<file path="src/rtl/avr_pmem_arb.sv">
// Program-memory arbiter/sequencer for fetch, LPM reads and SPM writes.
// Define AVR_PMEM_ARB_BOOTLOCK_EN to block SPM below BOOT_START (adds spm_err).
module avr_pmem_arb #(
   parameter int AW         = 9,
   parameter int SPM_CYCLES = 4
`ifdef AVR_PMEM_ARB_BOOTLOCK_EN
   ,
   parameter logic [AW-1:0] BOOT_START = 9'h1C0
`endif
) (
   input  logic          CLK,
   input  logic          RST,
   input  logic          fetch_req,
   input  logic [AW-1:0] fetch_addr,
   output logic          fetch_gnt,
   output logic          fetch_valid,
   output logic [15:0]   fetch_data,
   input  logic          lpm_req,
   input  logic [AW:0]   lpm_addr,
   output logic          lpm_gnt,
   output logic          lpm_valid,
   output logic [7:0]    lpm_data,
   input  logic          spm_req,
   input  logic [AW-1:0] spm_addr,
   input  logic [15:0]   spm_wdata,
   output logic          spm_gnt,
   output logic          spm_done,
   output logic          mem_en,
   output logic          mem_we,
   output logic [AW-1:0] mem_addr,
   output logic [15:0]   mem_wdata,
   input  logic [15:0]   mem_rdata,
`ifdef AVR_PMEM_ARB_BOOTLOCK_EN
   output logic          spm_err,
`endif
   output logic          busy
);

   typedef enum logic {IDLE, SPM_HOLD} state_t;

   localparam logic [1:0] SRC_NONE  = 2'd0;
   localparam logic [1:0] SRC_FETCH = 2'd1;
   localparam logic [1:0] SRC_LPM   = 2'd2;

   state_t      state;
   logic [7:0]  cnt;
   logic        fair_flag;
   logic [1:0]  rd_src;
   logic        byte_sel;
   logic [15:0] fetch_q;
   logic [7:0]  lpm_q;
   logic [7:0]  lpm_byte;
   logic        idle;
   logic        spm_lock;
   logic        spm_wr;

   assign idle = (state == IDLE) && !RST;

   // fair_flag gives fetch the slot right after every LPM grant
   assign spm_gnt   = idle && spm_req;
   assign lpm_gnt   = idle && !spm_req && lpm_req &&
                      !(fair_flag && fetch_req);
   assign fetch_gnt = idle && !spm_req && fetch_req &&
                      !(lpm_req && !fair_flag);

`ifdef AVR_PMEM_ARB_BOOTLOCK_EN
   assign spm_lock = spm_addr < BOOT_START;
`else
   assign spm_lock = 1'b0;
`endif

   assign spm_wr    = spm_gnt && !spm_lock;
   assign mem_en    = spm_wr || lpm_gnt || fetch_gnt;
   assign mem_we    = spm_wr;
   assign mem_wdata = spm_wr ? spm_wdata : 16'h0000;

   always_comb begin
      mem_addr = '0;
      unique case (1'b1)
         spm_gnt:   mem_addr = spm_addr;
         lpm_gnt:   mem_addr = lpm_addr[AW:1];
         fetch_gnt: mem_addr = fetch_addr;
         default:   mem_addr = '0;
      endcase
   end

   assign fetch_valid = (rd_src == SRC_FETCH);
   assign lpm_valid   = (rd_src == SRC_LPM);
   assign lpm_byte    = byte_sel ? mem_rdata[15:8] : mem_rdata[7:0];
   assign fetch_data  = fetch_valid ? mem_rdata : fetch_q;
   assign lpm_data    = lpm_valid ? lpm_byte : lpm_q;

   always_ff @(posedge CLK) begin
      if (RST) begin
         state     <= IDLE;
         cnt       <= 8'd0;
         fair_flag <= 1'b0;
         rd_src    <= SRC_NONE;
         byte_sel  <= 1'b0;
         fetch_q   <= 16'h0000;
         lpm_q     <= 8'h00;
         spm_done  <= 1'b0;
         busy      <= 1'b0;
`ifdef AVR_PMEM_ARB_BOOTLOCK_EN
         spm_err   <= 1'b0;
`endif
      end else begin
         rd_src   <= fetch_gnt ? SRC_FETCH :
                     lpm_gnt   ? SRC_LPM   : SRC_NONE;
         if (lpm_gnt)
            byte_sel <= lpm_addr[0];
         if (lpm_gnt)
            fair_flag <= 1'b1;
         else if (fetch_gnt)
            fair_flag <= 1'b0;
         if (fetch_valid)
            fetch_q <= mem_rdata;
         if (lpm_valid)
            lpm_q <= lpm_byte;
         spm_done <= 1'b0;
`ifdef AVR_PMEM_ARB_BOOTLOCK_EN
         spm_err  <= 1'b0;
`endif
         unique case (state)
            IDLE: begin
               if (spm_gnt) begin
                  if (spm_lock) begin
                     spm_done <= 1'b1;
`ifdef AVR_PMEM_ARB_BOOTLOCK_EN
                     spm_err  <= 1'b1;
`endif
                  end else begin
                     state    <= SPM_HOLD;
                     busy     <= 1'b1;
                     cnt      <= 8'(SPM_CYCLES - 1);
                     spm_done <= (SPM_CYCLES == 1);
                  end
               end
            end
            SPM_HOLD: begin
               if (cnt == 8'd0) begin
                  state <= IDLE;
                  busy  <= 1'b0;
               end else begin
                  cnt      <= cnt - 8'd1;
                  spm_done <= (cnt == 8'd1);
               end
            end
            default: state <= IDLE;
         endcase
      end
   end

endmodule

</file>
<file path="config.mk">
export PLATFORM = sky130hd
export DESIGN_NAME = avr_pmem_arb
export DESIGN_NICKNAME = d
export VERILOG_FILES = /design/src/rtl/avr_pmem_arb.sv
export SDC_FILE = /design/constraint.sdc
export NUM_CORES = 1
export LEC_CHECK = 0
export CAP_MARGIN = 40
export CORE_MARGIN = 3
export CORE_UTILIZATION = 41
export CTS_BUF_LIST = sky130_fd_sc_hd__clkbuf_8
export DETAILED_ROUTE_END_ITERATION = 10
export PLACE_DENSITY = 0.89
export SETUP_SLACK_MARGIN = 0.3
export SLEW_MARGIN = 20
export SYNTH_ARGS = -nofsm -noshare
export SYNTH_HDL_FRONTEND = slang
export SYNTH_SLANG_ARGS = --single-unit
</file>
<file path="constraint.sdc">
create_clock -name CLK -period 4.5 [get_ports CLK]
set_input_delay 1.125 -clock CLK [delete_from_list [all_inputs] [get_ports CLK]]
set_output_delay 1.125 -clock CLK [all_outputs]
set_load 0.005 [all_outputs]
</file>
# After elaboration in Yosys (flattened, before gate mapping)
# Index checks and enable logic that the tools add are counted.
[op_classes]
addsub = 1
n_eq_ne = 6
n_mux = 20
bitwise_logic = 1
n_reduce_logical = 21
[ops]
columns = ["op", "count"]
rows = [
  ["two-way mux 16 bit", 2],
  ["two-way mux 8 bit", 4],
  ["case mux 9 bit (3 select lines)", 1],
  ["case mux 8 bit (2 select lines)", 1],
  ["logical AND 1 bit", 9],
  ["== test 8 x 1 -> 1 bit, second input constant", 1],
  ["logical NOT 8 bit", 1],
  ["two-way mux 1 bit", 8],
  ["subtractor 8 x 1 -> 8 bit, second input constant", 1],
  ["case mux 1 bit (2 select lines)", 3],
  ["logical NOT 1 bit", 5],
  ["!= test 2 bit, second input constant", 2],
  ["AND reduction 2 bit", 2],
  ["== test 2 x 1 -> 1 bit, second input constant", 1],
  ["== test 2 bit, second input constant", 1],
  ["logical OR 1 bit", 2],
  ["two-way mux 2 bit", 1],
  ["!= test 2 x 1 -> 1 bit, second input constant", 1],
  ["nonzero test 2 bit", 1],
  ["OR reduction 2 bit", 1],
  ["NOT 1 bit", 1],
]
[totals]
ff_bits = 39
in_bits = 65
output_inout_bits = 58

# Longest topological paths before layout
# Gate-level depths: netlist of the first run.
[depth]
depth_word = 7
depth_mapped = 6

# Worst setup path after synthesis of the first run
# OpenSTA, ideal clock, no wires.
[synth_timing]
kind = "input to output"
start = "in RST"
end = "out mem_addr[1]"
t_arrival_ns = 2.118
setup_slack_ns = 1.257
stages = 5
path_cell_list = "clkbuf_1 -> nor3b_1 -> clkbuf_1 -> a222oi_1 -> inv_1"
[synth_between]
elab_chain_len = 6
elab_cells_between_ends = 9
[synth_rtl]
columns = ["item", "line_no", "source"]
rows = [
  ["from (decl)", "12", "input logic RST,"],
  ["logical NOT 1 bit *", "57", "assign idle = (state == IDLE) && !RST;"],
  ["logical AND 1 bit *", "57", ""],
  ["logical AND 1 bit", "61, 63", ""],
  ["logical AND 1 bit, on equally long branches (2 in a row)", "63, 61", ""],
  ["case mux 9 bit (3 select lines) *", "79", "unique case (1'b1)"],
  ["to (decl)", "30", "output logic [AW-1:0] mem_addr,"],
]
# Every way passes the cells marked *; elsewhere a longest branch is shown, timed or not.

# Final worst setup path of the first run
[layout_timing]
start = "in spm_req"
end = "out mem_addr[0]"
[layout_between]
elab_chain_len = 5
elab_cells_between_ends = 8
[layout_rtl]
columns = ["item", "line_no", "source"]
rows = [
  ["from (decl)", "23", "input logic spm_req,"],
  ["logical NOT 1 bit", "61, 63", ""],
  ["logical AND 1 bit", "61, 63", ""],
  ["logical AND 1 bit, on equally long branches (2 in a row)", "63, 61", ""],
  ["case mux 9 bit (3 select lines) *", "79", ""],
]
# Marks and branches as above.

==> impl_metrics.yaml, run 1 <==
outcome:
  status: "finished, final reports clean"
worst_setup_path:
  critPathBufInv: 3
  worstSetupPathType: "in -> out"
  critPathLaunch: "spm_req"
  cp-end-kind: "primary output"
  crit_fanout: 12
  cp_slowest_cell: "clkdlybuf4s50_1"
  slowest_delay_ns: 0.49
  r2r_start: "cnt[3]$_SDFFE_PP0P_"
  cpMostUsedCell: "clkdlybuf4s50_1"
  path_cells: "clkdlybuf4s50_1 > nor3_2 > and3_4 > a222oi_1 > inv_1 > clkdlybuf4s50_1"
  worst_setup_path_start_kind: "input port"
  path_delay_family: "buffers and inverters"
  crit_arrival_ns: 2.93
  required_ns: 3.38
drt:
  wl_per_cell_um: 15.2
  via_count: 2045
  drc: 0
  via_per_inst: 5.01
  drtPass1Iterations: 5
  drtIter0Drc: 112
  routed_wl_um: 6200
  detail-route-antenna-nets: 0
cts:
  cts_buffers: 5
  clk_latency_ns: 0.29
  cts_setup_buffers: 0
  cts_root_buffer: "clkbuf_8"
  tritoncts: "yes"
  holdBufCountCts: 0
  clock-sinks: 39
  cts_max_path_buffers: 2
  clk_pin_slew_ns: 0.07
  h-tree-depth: 2
place:
  portBuffers: 122
  dp_hpwl_um: 4900
  gp_congestion: 0.835
timing:
  slew_headroom: 0.448
  slew_viol_final: 0
  fin_worst_skew_ns: 0.0116
  rsz0062_at_grt: "no"
  fin_crit_ns: 4.06
  max_freq_mhz: 247
  setup_viol: 0
  tightest_slew_ns: 0.828
  post-route-period-util: 0.901
  hold_viol_final: 0
  setup_tns_ns: 0
logic_synthesis:
  syn_inst: 224
  synth_edf_count: 0
  yosysSeqAreaShare: 0.389
  yosys_warnings: 0
  mappedNetlistArea_um2: 2010
  async_reset_ff_frac: 0
  synthDistinctLibCells: 37
  synth_top_flop_cell: "dfxtp_1"
  synth_nets: 292
  ys_ff_latch: 39
  synth.avg_cell_area_um2: 8.95
finish:
  diodes: 0
  final_common_cell: "clkdlybuf4s50_1"
  nets: 410
  layout_common_cells: "122 x clkdlybuf4s50_1, 39 x dfxtp_1, 24 x nor2b_1, 16 x mux2_2, 16 x and2_1"
  final_util: 0.749
  syn_to_final_growth_pct: 69.3
  drive_gt1_frac: 0.102
  fillers: 326
global_route:
  grt_pass1_wl_um: 10100
  grt_usage: 0.217
  grt_max_degree: 38
  overflow: 0
  grt_pass1_vias: 2093
  antenna_found_initial: 0
floorplan:
  initial_core_util: 0.442
  coreArea_um2: 4530
  die-height_um: 75.9
  io_pins: 123
  num_rows: 24
  fp.dieW_um: 75.9
  dieArea_um2: 5770
power:
  powerDensity_nw_per_um2: 264
  ir_drop_mv: 0.136
  leakage_nw: 1.37
min_path:
  hp-class: "reg -> reg"
  min_from: "busy$_SDFFE_PP0P_"
run:
  max-cap-violations: 0
## sequential cells by signal (all words and copies together) (netlist names)
signal,cells
busy,1
byte_sel,1
cnt,8
fair_flag,1
fetch_q,16
lpm_q,8
rd_src,2
spm_done,1
state,1
## final timing paths
check	end	slack, ns	cells past startpoint
worst max-delay path	mem_addr[0]	0.44	6
worst min-delay path	busy$_SDFFE_PP0P_	0.46	1
worst min register to register	busy$_SDFFE_PP0P_	0.46	1
worst max register to register	cnt[2]$_SDFFE_PP0P_	2.78	4
## report_power, final
group          switching [mW]  internal (mW)  leakage [nW]
Clock                   0.121          0.139        0.0505
Combinational          0.0952          0.155          1.00
Sequential             0.0191          0.366         0.317
## cell type report
type	count	area, µm²	share of cell area
Multi-Input combinational cell	156	1130	0.333
Inverter	15	56.3	0.0166
Clock inverter	1	7.51	0.00221
Tap cell	65	81.3	0.0239
Clock buffer	7	96.3	0.0284
Sequential cell	39	781	0.230
Timing Repair Buffer	125	1240	0.366
## cells in the mapped netlist (4+ instances only)
| master | instances | area (µm²) |
|---|---|---|
| nor3_1 | 4 | 20.0 |
| dfxtp_1 | 39 | 781 |
| mux2i_1 | 12 | 120 |
| o21ai_0 | 9 | 45.0 |
| clkbuf_1 | 11 | 41.3 |
| or3_1 | 4 | 25.0 |
| mux2_2 | 16 | 180 |
| nand2_1 | 15 | 56.3 |
| nor2_1 | 6 | 22.5 |
| a21oi_1 | 4 | 20.0 |
| and3_1 | 5 | 31.3 |
| nand2b_1 | 5 | 31.3 |
| a222oi_1 | 9 | 90.1 |
| inv_1 | 15 | 56.3 |
| and2_1 | 16 | 100 |
| nor2b_1 | 24 | 150 |
## repair_timing
| item | CTS | global route |
|---|---|---|
| resized for setup | 2 | 3 |
| pin swaps | 0 | 0 |
| setup endpoints to repair | 10 | 10 |
## per-stage QoR
| step | power [mW] | area, µm² | cells | setup slack [ns] | hold slack [ns] |
|---|---|---|---|---|---|
| 6_report | 0.895 | 3400 | 408 | 0.444 | 0.462 |
| 5_1_grt | 0.942 | 3400 | 408 | 0.316 | 0.496 |
| 4_1_cts | 0.899 | 3380 | 408 | 0.321 | 0.462 |
| 3_5_place_dp | 0.641 | 3280 | 400 | 0.185 | 0.445 |
| 3_3_place_gp | 0.635 | 3280 | 400 | 0.218 | 0.436 |
| 2_1_floorplan | 0.504 | 2010 | 224 | 1.26 | 0.451 |
## kinds of logic after synthesis
kind of cell | Yosys count | share of synthesized area
compound gates | 34 | 0.124
mux | 28 | 0.150
fa+ha+maj | 3 | 0.0187
buf+inv | 29 | 0.0574
simple gates | 91 | 0.261
flops | 39 | 0.389
## routing by layer
layer	track usage	up-vias	share of wire
met3	0.0640	6	0.079
li1	-	1013	-
met2	0.405	91	0.53
met5	0	-	0
met4	0.0670	0	0.011
met1	0.234	935	0.38
Note: power is estimated with default switching activity, not from simulation.
==> run 2: changes to the inputs <==
--- a/config.mk
+++ b/config.mk
@@ -5,12 +5,13 @@
 export SDC_FILE = /design/constraint.sdc
 export NUM_CORES = 1
 export LEC_CHECK = 0
-export CAP_MARGIN = 40
+export CAP_MARGIN = 20
 export CORE_MARGIN = 3
 export CORE_UTILIZATION = 41
 export CTS_BUF_LIST = sky130_fd_sc_hd__clkbuf_8
 export DETAILED_ROUTE_END_ITERATION = 10
 export PLACE_DENSITY = 0.89
+export RECOVER_POWER = 50
 export SETUP_SLACK_MARGIN = 0.3
 export SLEW_MARGIN = 20
 export SYNTH_ARGS = -nofsm -noshare
==> impl_metrics.yaml, run 2 (same netlist as run 1, synthesis figures left out) <==
finish:
  final_area_um2: 3390
  reg_top3: "fetch_q: 16 flops, cnt: 8 flops, lpm_q: 8 flops"
  final_common_cell: "clkdlybuf4s50_1"
  largest_register_ffs: 16
  fillers: 329
  top_register: "fetch_q"
  syn_to_final_growth_pct: 68.9
  nets: 410
  drive_gt1_frac: 0.0962
  layout_common_cells: "112 x clkdlybuf4s50_1, 39 x dfxtp_1, 24 x nor2b_1, 16 x mux2_2, 16 x and2_1"
  diodes: 0
cts:
  cts_max_path_buffers: 2
  clock-sinks: 39
  clk_latency_ns: 0.28
  h-tree-depth: 2
  holdBufCountCts: 0
  cts_setup_buffers: 0
  tritoncts: "yes"
  clk_pin_slew_ns: 0.07
  cts_root_buffer: "clkbuf_8"
  cts_buffers: 5
power:
  ir_drop_mv: 0.135
  powerDensity_nw_per_um2: 263
  leakage_nw: 1.39
floorplan:
  dieArea_um2: 5770
  initial_core_util: 0.442
  coreArea_um2: 4530
  die-height_um: 75.9
  io_pins: 123
  num_rows: 24
  fp.dieW_um: 75.9
timing:
  hold_viol_final: 0
  slew_viol_final: 37
  post-route-period-util: 0.950
  rsz0062_at_grt: "no"
  fin_crit_ns: 4.27
  fin_worst_skew_ns: 0.0106
  setup_viol: 0
  max_freq_mhz: 234
  setup_tns_ns: 0
  slew_headroom: -0.00187
  tightest_slew_ns: 1.50
worst_setup_path:
  path_cells: "dlygate4sd3_1 > nor3_1 > and3_4 > a222oi_1 > inv_1 > clkdlybuf4s50_1"
  crit_arrival_ns: 3.15
  crit_fanout: 12
  worstSetupPathType: "in -> out"
  r2r_setup_slack_ns: 2.72
  path_delay_family: "buffers and inverters"
  rr_worst_depth: 4
  cp_slowest_cell: "dlygate4sd3_1"
  critPathBufInv: 3
  required_ns: 3.38
  cp-end-kind: "primary output"
  worst_setup_path_start_kind: "input port"
  slowest_delay_ns: 0.58
  r2r-end: "cnt[2]$_SDFFE_PP0P_"
  r2r_start: "cnt[3]$_SDFFE_PP0P_"
outcome:
  violations: "capacitance limit, slew limit"
  status: "finished, violations left"
global_route:
  grt_usage: 0.217
  grt_max_degree: 38
  overflow: 0
  antenna_found_initial: 0
  grt_pass1_wl_um: 10100
  grt_pass1_vias: 2093
drt:
  detail-route-antenna-nets: 0
  routed_wl_um: 6180
  drtIter0Drc: 98
  via_per_inst: 4.93
  wl_per_cell_um: 15.1
  drtPass1Iterations: 4
  drc: 0
  via_count: 2013
place:
  gp_congestion: 0.835
  placed_cell_area_um2: 3280
  dp_hpwl_um: 4900
  portBuffers: 122
run:
  max-cap-violations: 1
min_path:
  min_from: "busy$_SDFFE_PP0P_"
  hold_end: "busy$_SDFFE_PP0P_"
  hold_path_depth: 1
  hp-class: "reg -> reg"
run 2: changes by cell type in the layout (fill, tap and decap cells not counted):
| cell | change |
|---|---|
| nor3_1 | +1 |
| a21boi_1 | -1 |
| clkdlybuf4s50_1 | -10 |
| buf_4 | -1 |
| dlygate4sd3_1 | +10 |
| clkbuf_1 | +1 |
| nor3_2 | -1 |
| a21boi_0 | +1 |
run 2: repair_timing:
action,CTS,global route
endpoints found under the hold margin,0,0
endpoints found under the setup margin,10,10
gates resized for setup,2,3
run 2: cell type report:
class	count	area, µm²	share of cell area
Clock buffer	7	96.3	0.0284
Clock inverter	1	7.51	0.00222
Inverter	15	56.3	0.0166
Multi-Input combinational cell	156	1120	0.332
Sequential cell	39	781	0.231
Tap cell	65	81.3	0.0240
Timing Repair Buffer	125	1240	0.366
run 2: routing by layer:
metal | global-route usage | wire (µm) | vias up
li1 | - | - | 1014
met1 | 0.234 | 2330 | 905
met2 | 0.405 | 3290 | 88
met3 | 0.0640 | 484 | 6
met4 | 0.0670 | 71 | 0
met5 | 0 | 0 | -
run 2: worst max path at each step:
stage	endpoint	slack, ns	depth (start not counted)	from
2_1_floorplan	mem_addr[1]	1.26	5	RST
3_3_place_gp	mem_addr[0]	0.22	6	spm_req
3_5_place_dp	mem_addr[0]	0.18	6	spm_req
4_1_cts	mem_addr[0]	0.32	6	spm_req
5_1_grt	mem_addr[0]	0.16	6	RST
6_report	mem_addr[0]	0.23	6	RST
run 2: where the power goes:
part | internal (mW) | switching, mW
combinational | 0.153 | 0.0949
clock | 0.139 | 0.119
sequential | 0.366 | 0.0189
run 2: metrics by stage:
stage,total power [mW],hold WS (ns),setup slack [ns],cells,utilization
floorplan,0.504,0.451,1.26,224,-
finish,0.890,0.453,0.227,408,0.747
global route,0.939,0.490,0.160,408,0.747
global placement,0.635,0.436,0.218,400,0.723
detailed placement,0.641,0.445,0.185,400,0.723
CTS,0.899,0.462,0.321,408,0.746
